File: src/rtl/ram_sweep_if.sv
// Access bus for ram_sweep: write data, address, write enable and clear
// request from the user; registered read data and sweep status back.
interface ram_sweep_if #(
  parameter int WIDTH  = 16,
  parameter int AWIDTH = 6
);
  logic [WIDTH-1:0]  in;
  logic [AWIDTH-1:0] add;
  logic              load;
  logic              clr;
  logic [WIDTH-1:0]  o;
  logic              busy;

  modport master (output in, add, load, clr, input o, busy);
  modport slave  (input in, add, load, clr, output o, busy);
endinterface

File: src/rtl/ram_sweep.sv
// Parametrised single-port synchronous RAM with registered write-first read
// and a built-in clear engine that zeroes every word after reset or on a
// clr request. busy is high while the sweep runs; user writes are ignored.
module ram_sweep #(
  parameter int WIDTH  = 16,
  parameter int AWIDTH = 6
) (
  input  logic        clk,
  input  logic        reset,
  ram_sweep_if.slave  bus
);
  localparam int DEPTH = 1 << AWIDTH;

  localparam logic STATE_IDLE  = 1'b0;
  localparam logic STATE_CLEAR = 1'b1;

  logic [WIDTH-1:0]  mem [DEPTH];
  logic              state;
  logic [AWIDTH-1:0] ptr;
  logic [WIDTH-1:0]  o_q;

  logic              mem_we;
  logic [AWIDTH-1:0] mem_waddr;
  logic [WIDTH-1:0]  mem_wdata;

  // Select the single write per edge: sweep zeroing or a user write.
  // NOTE: every always_comb output gets a default first so no path can
  // leave it unassigned and infer a latch.
  always_comb begin
    mem_we    = 1'b0;
    mem_waddr = bus.add;
    mem_wdata = bus.in;
    if (!reset) begin
      if (state == STATE_CLEAR) begin
        mem_we    = 1'b1;
        mem_waddr = ptr;
        mem_wdata = '0;
      end else if (!bus.clr && bus.load) begin
        mem_we = 1'b1;
      end
    end
  end

  // Storage array write port.
  // NOTE: the array has no reset; the clear engine gives it a known state,
  // which keeps it mappable onto RAM macros.
  always_ff @(posedge clk) begin
    if (mem_we) begin
      mem[mem_waddr] <= mem_wdata;
    end
  end

  // Clear-engine state, sweep pointer and registered read port.
  // NOTE: sequential state uses non-blocking assignments so every register
  // samples pre-edge values regardless of statement order.
  always_ff @(posedge clk) begin
    if (reset) begin
      state <= STATE_CLEAR;
      ptr   <= '0;
      o_q   <= '0;
    end else if (state == STATE_CLEAR) begin
      o_q <= '0;
      ptr <= ptr + 1'b1;
      if (ptr == {AWIDTH{1'b1}}) begin
        state <= STATE_IDLE;
      end
    end else if (bus.clr) begin
      state <= STATE_CLEAR;
      ptr   <= '0;
      o_q   <= '0;
    end else if (bus.load) begin
      o_q <= bus.in;
    end else begin
      o_q <= mem[bus.add];
    end
  end

  assign bus.o    = o_q;
  assign bus.busy = (state == STATE_CLEAR);
endmodule

File: src/flat_wrapper.sv
// flat-port wrapper written by rule: the top's interface ports become plain ports
module ram_sweep_flat 
#(
  parameter int WIDTH  = 16,
  parameter int AWIDTH = 6
)
  (clk, reset, bus_in, bus_add, bus_load, bus_clr, bus_o, bus_busy);
  ram_sweep_if #(.WIDTH(WIDTH), .AWIDTH(AWIDTH)) bus_i ();
  input  logic clk;
  input  logic reset;
  input wire logic [$bits(bus_i.in)-1:0] bus_in;
  input wire logic [$bits(bus_i.add)-1:0] bus_add;
  input wire logic [$bits(bus_i.load)-1:0] bus_load;
  input wire logic [$bits(bus_i.clr)-1:0] bus_clr;
  output wire logic [$bits(bus_i.o)-1:0] bus_o;
  output wire logic [$bits(bus_i.busy)-1:0] bus_busy;
  assign bus_i.in = bus_in;
  assign bus_i.add = bus_add;
  assign bus_i.load = bus_load;
  assign bus_i.clr = bus_clr;
  assign bus_o = bus_i.o;
  assign bus_busy = bus_i.busy;
  ram_sweep #(.WIDTH(WIDTH), .AWIDTH(AWIDTH)) u_core (.clk(clk), .reset(reset), .bus(bus_i));
endmodule
File: config.mk
export PLATFORM = sky130hd
export DESIGN_NAME = ram_sweep_flat
export DESIGN_NICKNAME = d
export VERILOG_FILES = /design/src/rtl/ram_sweep_if.sv /design/src/rtl/ram_sweep.sv /design/src/flat_wrapper.sv
export SDC_FILE = /design/constraint.sdc
export NUM_CORES = 1
export LEC_CHECK = 0
export CORE_AREA = 2 2 349 351
export DETAILED_ROUTE_END_ITERATION = 6
export DIE_AREA = 0 0 351 353
export PLACE_DENSITY_LB_ADDON = 0.1
export SLEW_MARGIN = 0
export SYNTH_ARGS = -nofsm -noshare
export SYNTH_HDL_FRONTEND = slang
export SYNTH_SLANG_ARGS = --single-unit
File: constraint.sdc
create_clock -name clk -period 2.89 [get_ports clk]
set_clock_uncertainty 0.1 [all_clocks]
set_input_delay 0.289 -clock clk [delete_from_list [all_inputs] [get_ports clk]]
set_output_delay 0.289 -clock clk [all_outputs]
set_load 0.1 [all_outputs]
==> results of run 1 <==
## cells in the final DEF, fill, tap and decap left out, types with 3 or more instances in the layout
master / Yosys / layout
and2_2: 0 / 16
nor2_2: 0 / 40
o22ai_1: 110 / 110
o22a_1: 13 / 13
dfxtp_1: 23 / 22
nand3_1: 22 / 22
clkdlybuf4s50_1: 0 / 21
clkinv_1: 0 / 26
nand4_1: 17 / 17
or2_2: 3 / 3
clkbuf_1: 37 / 29
clkinvlp_4: 0 / 3
o211ai_1: 16 / 16
a21oi_1: 8 / 8
nor4_1: 16 / 16
buf_4: 23 / 199
buf_12: 0 / 99
nand2b_1: 17 / 17
or3_1: 4 / 4
inv_1: 3 / 3
mux2_2: 93 / 93
clkbuf_16: 0 / 113
diode_2: 0 / 3
nor2b_1: 4 / 4
clkinv_4: 0 / 3
bufinv_16: 0 / 14
nor2_1: 95 / 55
edfxtp_1: 1024 / 1024
clkinv_2: 0 / 11
nand2_1: 46 / 46
o21ai_0: 47 / 47
and2_1: 19 / 3
mux2i_1: 86 / 86
a22o_1: 16 / 16
mux4_2: 178 / 178
## stage by stage
step | util | TNS (ps) | instances | setup WS [ps]
6_report | 0.4100 | 0 | 4045 | 249.4
5_1_grt | 0.4100 | 0 | 4042 | 26.18
4_1_cts | 0.4100 | 0 | 4042 | 244.2
3_5_place_dp | 0.3794 | -14560 | 3835 | -259.2
3_3_place_gp | 0.3794 | -19230 | 3835 | -268.7
2_1_floorplan | - | 0 | 1999 | 2.945
## worst reg2reg max path: stages (launching register included)
cell and delay, ps:
dfxtp_2 430, nand2b_1 220, mux2i_1 220, nor2_1 180, nand2_1 220, nor2_2 870
## Yosys cell counts, types with 2 or more instances
cell      count
o211ai_1     16
dfxtp_1      23
nor4_1       16
mux2i_1      86
nand3_1      22
and3_1        2
or3_1         4
buf_8         2
a311oi_1      2
buf_4        23
nor3_1        3
nor2b_1       4
mux2_2       93
nor2_1       95
a22oi_1       2
o21ai_0      47
edfxtp_1   1024
a22o_1       16
or2_2         3
nand4_1      17
inv_1         3
o22a_1       13
clkbuf_1     37
nand2b_1     17
buf_6        17
mux4_2      178
a32oi_1       2
o22ai_1     110
nand2_1      46
and2_1       19
buf_2        32
nand3b_1      2
a21oi_1       8
## flip-flops by register name, indices dropped and copies added (netlist names)
name,count
u_core.mem,1024
u_core.bus.o,16
u_core.ptr,6
u_core.bus.busy,1
## power by group through the flow
stage	registers (uW)	logic, uW	clock network (uW)
2_1_floorplan	17100	932	0
3_3_place_gp	17100	1860	0
3_5_place_dp	17100	1870	0
4_1_cts	16800	1870	14800
5_1_grt	16800	1950	15400
6_report	16800	1830	14400
## final cells by class
type	instances	area, um^2
Fill cell	10671	71150
Sequential cell	1047	31210
Multi-Input combinational cell	836	8758
Timing Repair Buffer	323	3732
Clock buffer	143	2950
Tap cell	1625	2033
Clock inverter	64	742.0
Inverter	4	15.01
Antenna cell	3	7.507
## cell families after synthesis
family / share of synthesized area
multiplexers: 0.1460
flip-flops: 0.7699
AO/OA/AOI/OAI: 0.03599
buffers and inverters: 0.01759
AND/OR/NAND/NOR: 0.03028
adder cells (fa/ha/maj): 0.0003086
## per-layer routing
layer,vias to the layer above,GRT usage
met2,543,0.3054
met4,2,0.04352
met3,144,0.02844
met1,11135,0.2663
met5,-,0
li1,8956,-
## final timing paths
path,startpoint,to,cells after the start
worst max register to register,u_core.bus.busy,u_core.mem[26][11],5
worst min register to register,u_core.ptr[5],u_core.ptr[5],2
worst max-delay path,u_core.bus.busy,u_core.mem[26][11],5
worst min-delay path,bus_in[7],u_core.bus.o[7],3
==> flow_summary.toml, run 1 <==
[sta]
relSlewSlack = 0.2800
rsz0062_at_grt = "no"
final.period_utilization = 0.9137
period_minus_slack_ps = 2641
timing.fmax_mhz = 378.7
fin_hold_ws_ps = 137.5
drv_slew = 0
hold_viol = 0
setup_viol = 0
worstMarginPinSlew_ps = 1078

[synthesis]
ys_warn_count = 0
syn_inst = 1999
syn_nets = 2026
synth-seq-cells = 1047
synth_edf_count = 1024
async_flop_share = 0
avgSynthCellArea_um2 = 20.28
yosysUniqueCellTypes = 48
synth_area_leaders = "edfxtp_1 (76%), mux4_2 (9.9%), mux2_2 (2.6%)"
syn_area_um2 = 40540
synth_top_area_share = 0.7585
synthFlopType = "edfxtp_1"
synth_area_leader_cell = "edfxtp_1"
ys_seq_area_frac = 0.7699

[worst_setup_path]
crit_buf_inv = 0
cp_top_family = "simple AND/OR/NAND/NOR gates"
crit_path_end_kind = "flop"
r2r_setup_slack_ps = 250
cpPeakStageDelay_ps = 860
crit_fanout = 16
critPathSlowestCell = "nor2_2"
cp.required_ps = 3100
startpoint_type = "flop"
crit_type = "flop to flop"
cp_cell_sequence = "nand2b_1 > mux2i_1 > nor2_1 > nand2_1 > nor2_2"
critPathArrivalTime_ps = 2850

[floorplan]
core_um2 = 120600
rows = 128
pin_count = 43
die_area_um2 = 123900
die_x_um = 351
initial_core_util = 0.3362
chipHeight_um = 353

[cells_and_area]
fin_nets = 2352
drive_gt1_frac = 0.3273
fin_area_um2 = 49450
syn_to_final_growth_pct = 21.98

[pwr]
seqPwrFrac = 0.507
p_clk_frac = 0.437
p_sw_frac = 0.2147
max-vdd-ir-drop_mv = 0.4862
p_comb_frac = 0.056
power_uw = 33020
p_int_uw = 25930
cellLeakagePower_uw = 0.01595
p_switching_uw = 7092
powerDensity_nw_per_um2 = 667.8

[clocking]
cts_root_buf = "clkbuf_16"
cts.repair.resized = 0
cts_hold_buf = 0
clkLatencyLatePin_ps = 700
cts_tree = "built"
h-tree-depth = 3
cts_buffers = 113
post-cts-setup-buffers = 0
cts.path.max_buffers = 3
cts.sinks = 1047
clk_pin_slew_worst_paths_ps = 60

[global_route]
antenna_found_initial = 6
grt_max_degree = 65
grt-ovfl-total = 0
first_global_vias = 21424
grt_first_pass_wirelength_mm = 164.0
grt_util_all_layers = 0.1879

[placement]
io_buffers = 42
dp_hpwl_mm = 73.95
gp_congestion = 0.8111
dpl-instance-area_um2 = 45750

[routing]
wl_mm = 115.8
via_count = 20780
drt.antenna.violating_nets = 0
met2_length_mm = 56.10
remaining_drc_errors = 0
route.met3.wl_mm = 5.458
dr.max_layer_used = "met5"
drtPass1Iterations = 5
wl_met1_mm = 51.73
avgRoutedWirePerCell_um = 28.63
viasPerCell = 5.137
drt_iter0_drc = 1827

[run]
cap_violations = 0

[min_path]
hp-class = "input port to flop"

[run_status]
status = "complete, no violations"
(Power assumes the default switching activity.)
==> run 2: changes to the inputs <==
--- a/config.mk
+++ b/config.mk
@@ -9,6 +9,7 @@
 export DETAILED_ROUTE_END_ITERATION = 6
 export DIE_AREA = 0 0 351 353
 export PLACE_DENSITY_LB_ADDON = 0.1
+export SETUP_SLACK_MARGIN = 0.4
 export SLEW_MARGIN = 0
 export SYNTH_ARGS = -nofsm -noshare
 export SYNTH_HDL_FRONTEND = slang
==> flow_summary.toml, run 2 (synthesis results as in run 1) <==
[floorplan]
die_x_um = 351
core_um2 = 120600
die_area_um2 = 123900
pin_count = 43
rows = 128
initial_core_util = 0.3362
chipHeight_um = 353

[worst_setup_path]
r2r_setup_slack_ps = 480
cp_cell_sequence = "nor2b_1 > buf_4 > buf_4 > a32oi_1 > nand2b_1 > buf_4 > nor2_2 > buf_12"
crit_type = "flop to flop"
regToRegEndpoint = "u_core.mem[14][15]"
cpPeakStageDelay_ps = 450
critPathSlowestCell = "dfxtp_4"
rr_startpoint = "u_core.bus.busy"
cp_top_family = "buffers and inverters"
cp.required_ps = 3180
crit_top_cell = "buf_4"
crit_fanout = 16
r2r_cells = 8
crit_buf_inv = 4
crit_start = "u_core.bus.busy"
crit_path_end_kind = "flop"
critPathArrivalTime_ps = 2700
startpoint_type = "flop"

[min_path]
holdPathStages = 3
hp-class = "input port to flop"
hold_end = "u_core.bus.o[7]"
hp-start = "bus_in[7]"

[global_route]
grt_util_all_layers = 0.1920
grt_first_pass_wirelength_mm = 167.5
grt-ovfl-total = 0
antenna_found_initial = 4
first_global_vias = 21787
grt_max_degree = 65

[cells_and_area]
syn_to_final_growth_pct = 23.47
drive_gt1_frac = 0.3535
final_common_cell = "edfxtp_1"
largest_reg_flops = 1024
top_register = "u_core.mem"
fillers = 10667
fin_nets = 2378
layout_common_cells = "edfxtp_1 (1,024), buf_4 (213), mux4_2 (178)"
final_util = 0.4151

[routing]
drt.antenna.violating_nets = 0
avgRoutedWirePerCell_um = 29.11
drt_iter0_drc = 1906
via_count = 20960
drtPass1Iterations = 7
viasPerCell = 5.144
remaining_drc_errors = 0
wl_mm = 118.6

[clocking]
clkLatencyLatePin_ps = 700
clk_pin_slew_worst_paths_ps = 60
h-tree-depth = 3
cts_root_buf = "clkbuf_16"
cts.sinks = 1047
cts.path.max_buffers = 3
cts_buffers = 113
cts_tree = "built"

[sta]
hold_viol = 0
drv_slew = 0
worstMarginPinSlew_ps = 786.5
period_minus_slack_ps = 2411
final.period_utilization = 0.8342
rsz0062_at_grt = "yes"
timing.fmax_mhz = 414.8
setup_viol = 0
relSlewSlack = 0.4746

[placement]
dp_hpwl_mm = 77.15
io_buffers = 42
gp_congestion = 0.8064

[pwr]
powerDensity_nw_per_um2 = 663.3
cellLeakagePower_uw = 0.01619
power_uw = 33200
max-vdd-ir-drop_mv = 0.5663

[run]
cap_violations = 0

[run_status]
status = "complete, no violations"
[run 2: worst max-delay path by stage]
stage          slack [ps]  cells after the start                  to
2_1_floorplan         310                      5    u_core.mem[0][0]
3_3_place_gp         -420                      8  u_core.mem[30][14]
3_5_place_dp         -470                      7  u_core.mem[30][14]
4_1_cts               390                      6   u_core.mem[30][1]
5_1_grt               400                      8  u_core.mem[14][15]
6_report              480                      8  u_core.mem[14][15]
[run 2: worst register-to-register path, cell delays in order (launching register included)]
cell and delay [ps]:
dfxtp_4 450, nor2b_1 180, buf_4 150, buf_4 120, a32oi_1 100, nand2b_1 300, buf_4 280, nor2_2 210
buf_12 190
[run 2: timing repair]
item,CTS,global route
setup buffers,0,3
hold buffers,0,0
gates resized for setup,4,2
gates cloned,0,0
pin swaps,0,3
endpoints found under the setup margin,64,266
[run 2: per-stage QoR]
stage	cell area (um^2)	cells	setup WS [ps]	TNS [ps]	hold WS, ps
after floorplan	40810	1999	310.8	0	315.2
after detailed placement	46200	3858	-467.1	-44540	402.2
after CTS	49980	4069	390.6	0	68.87
after global placement	46200	3858	-421.7	-32730	411.7
after global routing	50050	4072	397.9	0	110.2
final	50050	4075	479.2	0	105.3
[run 2: power breakdown]
part | internal, uW | switching, uW
sequential | 16700 | 23.7
clock | 8560 | 5970
combinational | 758 | 1150
[run 2: area by class of cell]
cell class,count,area [um^2],area share
repair buffers,349,4078,0.08146
flip-flops and latches,1047,31210,0.6236
well taps,1625,2033,0.04062
multi-input cells,836,8947,0.1788
inverters,4,15.01,0.0003000
clock inverters,64,649.4,0.01297
clock buffers,147,3109,0.06212
diodes,3,7.507,0.0001500
[run 2: layer usage]
metal	vias to the layer above	track usage	wire (um)
met2	551	0.3096	57160
met4	0	0.05236	3286
met3	162	0.02997	5736
met5	-	0	0
met1	11233	0.2705	52450
li1	9014	-	-
==> run 3: changes to the inputs <==
==> constraint.sdc (replaced) <==
create_clock -name clk -period 2.4 [get_ports clk]
set_clock_uncertainty 0.1 [all_clocks]
set_input_delay 0.24 -clock clk [delete_from_list [all_inputs] [get_ports clk]]
set_output_delay 0.24 -clock clk [all_outputs]
set_load 0.1 [all_outputs]
==> flow_summary.toml, run 3 (synthesis results as in run 1) <==
[worst_setup_path]
startpoint_type = "flop"
critPathSlowestCell = "dfxtp_4"
cp_cell_sequence = "nand2b_4 > buf_6 > mux2i_4 > buf_6 > buf_6 > nand3b_1 > buf_8 > buf_12 > nor2_4 > buf_12"
crit_buf_inv = 6
cpPeakStageDelay_ps = 350
crit_type = "flop to flop"
cp_top_family = "buffers and inverters"
crit_top_cell = "buf_6"
crit_fanout = 16
cp.required_ps = 2710
r2r_setup_slack_ps = 180
crit_path_end_kind = "flop"
critPathArrivalTime_ps = 2530

[cells_and_area]
fillers = 10360
final_util = 0.4402
syn_to_final_growth_pct = 30.95
fin_nets = 2537
top_register = "u_core.mem"
largest_reg_flops = 1024
drive_gt1_frac = 0.4188
final_common_cell = "edfxtp_1"
layout_common_cells = "edfxtp_1 (1,024), buf_4 (245), mux4_2 (178)"

[sta]
period_minus_slack_ps = 2224
final.period_utilization = 0.9266
relSlewSlack = 0.3687
rsz0062_at_grt = "yes"
timing.fmax_mhz = 449.7
setup_viol = 0
hold_viol = 0
worstMarginPinSlew_ps = 944.9
drv_slew = 0
tns_ps = 0
setup_ws_ps = 176.3

[placement]
io_buffers = 42
dp_slack_ps = -509.1
gp_congestion = 0.8241
dp_hpwl_mm = 80.37

[global_route]
antenna_found_initial = 3
grt_max_degree = 57
grt-ovfl-total = 0
first_global_vias = 22423
grt_first_pass_wirelength_mm = 170.1
grt_util_all_layers = 0.1965

[floorplan]
die_x_um = 351
chipHeight_um = 353
die_area_um2 = 123900
rows = 128
initial_core_util = 0.3362
pin_count = 43
core_um2 = 120600

[routing]
drtPass1Iterations = 5
viasPerCell = 5.154
avgRoutedWirePerCell_um = 28.93
drt_iter0_drc = 1808
drt.antenna.violating_nets = 0
remaining_drc_errors = 0
via_count = 21788
wl_mm = 122.3

[clocking]
cts.sinks = 1047
h-tree-depth = 3
clk_pin_slew_worst_paths_ps = 60
cts_root_buf = "clkbuf_16"
cts.path.max_buffers = 3
cts_hold_buf = 0
cts_buffers = 112
clkLatencyLatePin_ps = 710
cts_tree = "built"

[pwr]
cellLeakagePower_uw = 0.01749
max-vdd-ir-drop_mv = 0.6026
powerDensity_nw_per_um2 = 748.2
power_uw = 39720

[run_status]
status = "complete, no violations"

[min_path]
hp-class = "input port to flop"

[run]
cap_violations = 0
==> run 3: metal layers <==
metal,part of all wire,track usage
met5,0,0
met4,0.024,0.05107
met3,0.047,0.03303
met2,0.48,0.3163
met1,0.45,0.2767
==> run 3: report_power, final <==
group | internal [uW] | switching [uW]
logic | 1150 | 1540
registers | 20200 | 29.8
clock network | 9780 | 7070
==> run 3: what timing repair did <==
| action | in CTS | in global routing |
|---|---|---|
| cloned | 30 | 7 |
| buffers inserted | 39 | 19 |
| endpoints found under the setup margin | 1040 | 1046 |
| resized for setup | 180 | 105 |
| pin swaps | 53 | 53 |
==> run 3: worst paths after layout <==
check	from	depth (start not counted)	end
setup / recovery	u_core.bus.busy	10	u_core.mem[37][0]
hold / removal	bus_in[8]	3	u_core.bus.o[8]
setup reg to reg	u_core.bus.busy	10	u_core.mem[37][0]
hold reg to reg	u_core.ptr[4]	1	u_core.ptr[4]
==> run 3: final cells by class <==
type / instances / area (um^2) / share of cell area
Tap cell: 1625 / 2033 / 0.03830
Sequential cell: 1047 / 31220 / 0.5881
Clock buffer: 138 / 2962 / 0.05579
Multi-Input combinational cell: 836 / 9676 / 0.1823
Inverter: 4 / 22.52 / 0.0004243
Clock inverter: 66 / 610.6 / 0.01150
Timing Repair Buffer: 509 / 6556 / 0.1235
Antenna cell: 2 / 5.005 / 0.00009428
==> run 3: worst min-delay path: cells and delay by family <==
kind | cells | cell delay, ps
buffers and inverters | 1 | 460
AO/OA/AOI/OAI | 1 | 80
AND/OR/NAND/NOR | 1 | 80
==> run 3: stage by stage <==
step	cells	hold slack, ps	cell area (um^2)
finish	4227	118.9	53080
global route	4225	86.90	53080
CTS	4199	82.15	52340
detailed placement	3926	409.9	46920
global placement	3926	404.8	46920
floorplan	1999	266.2	40840
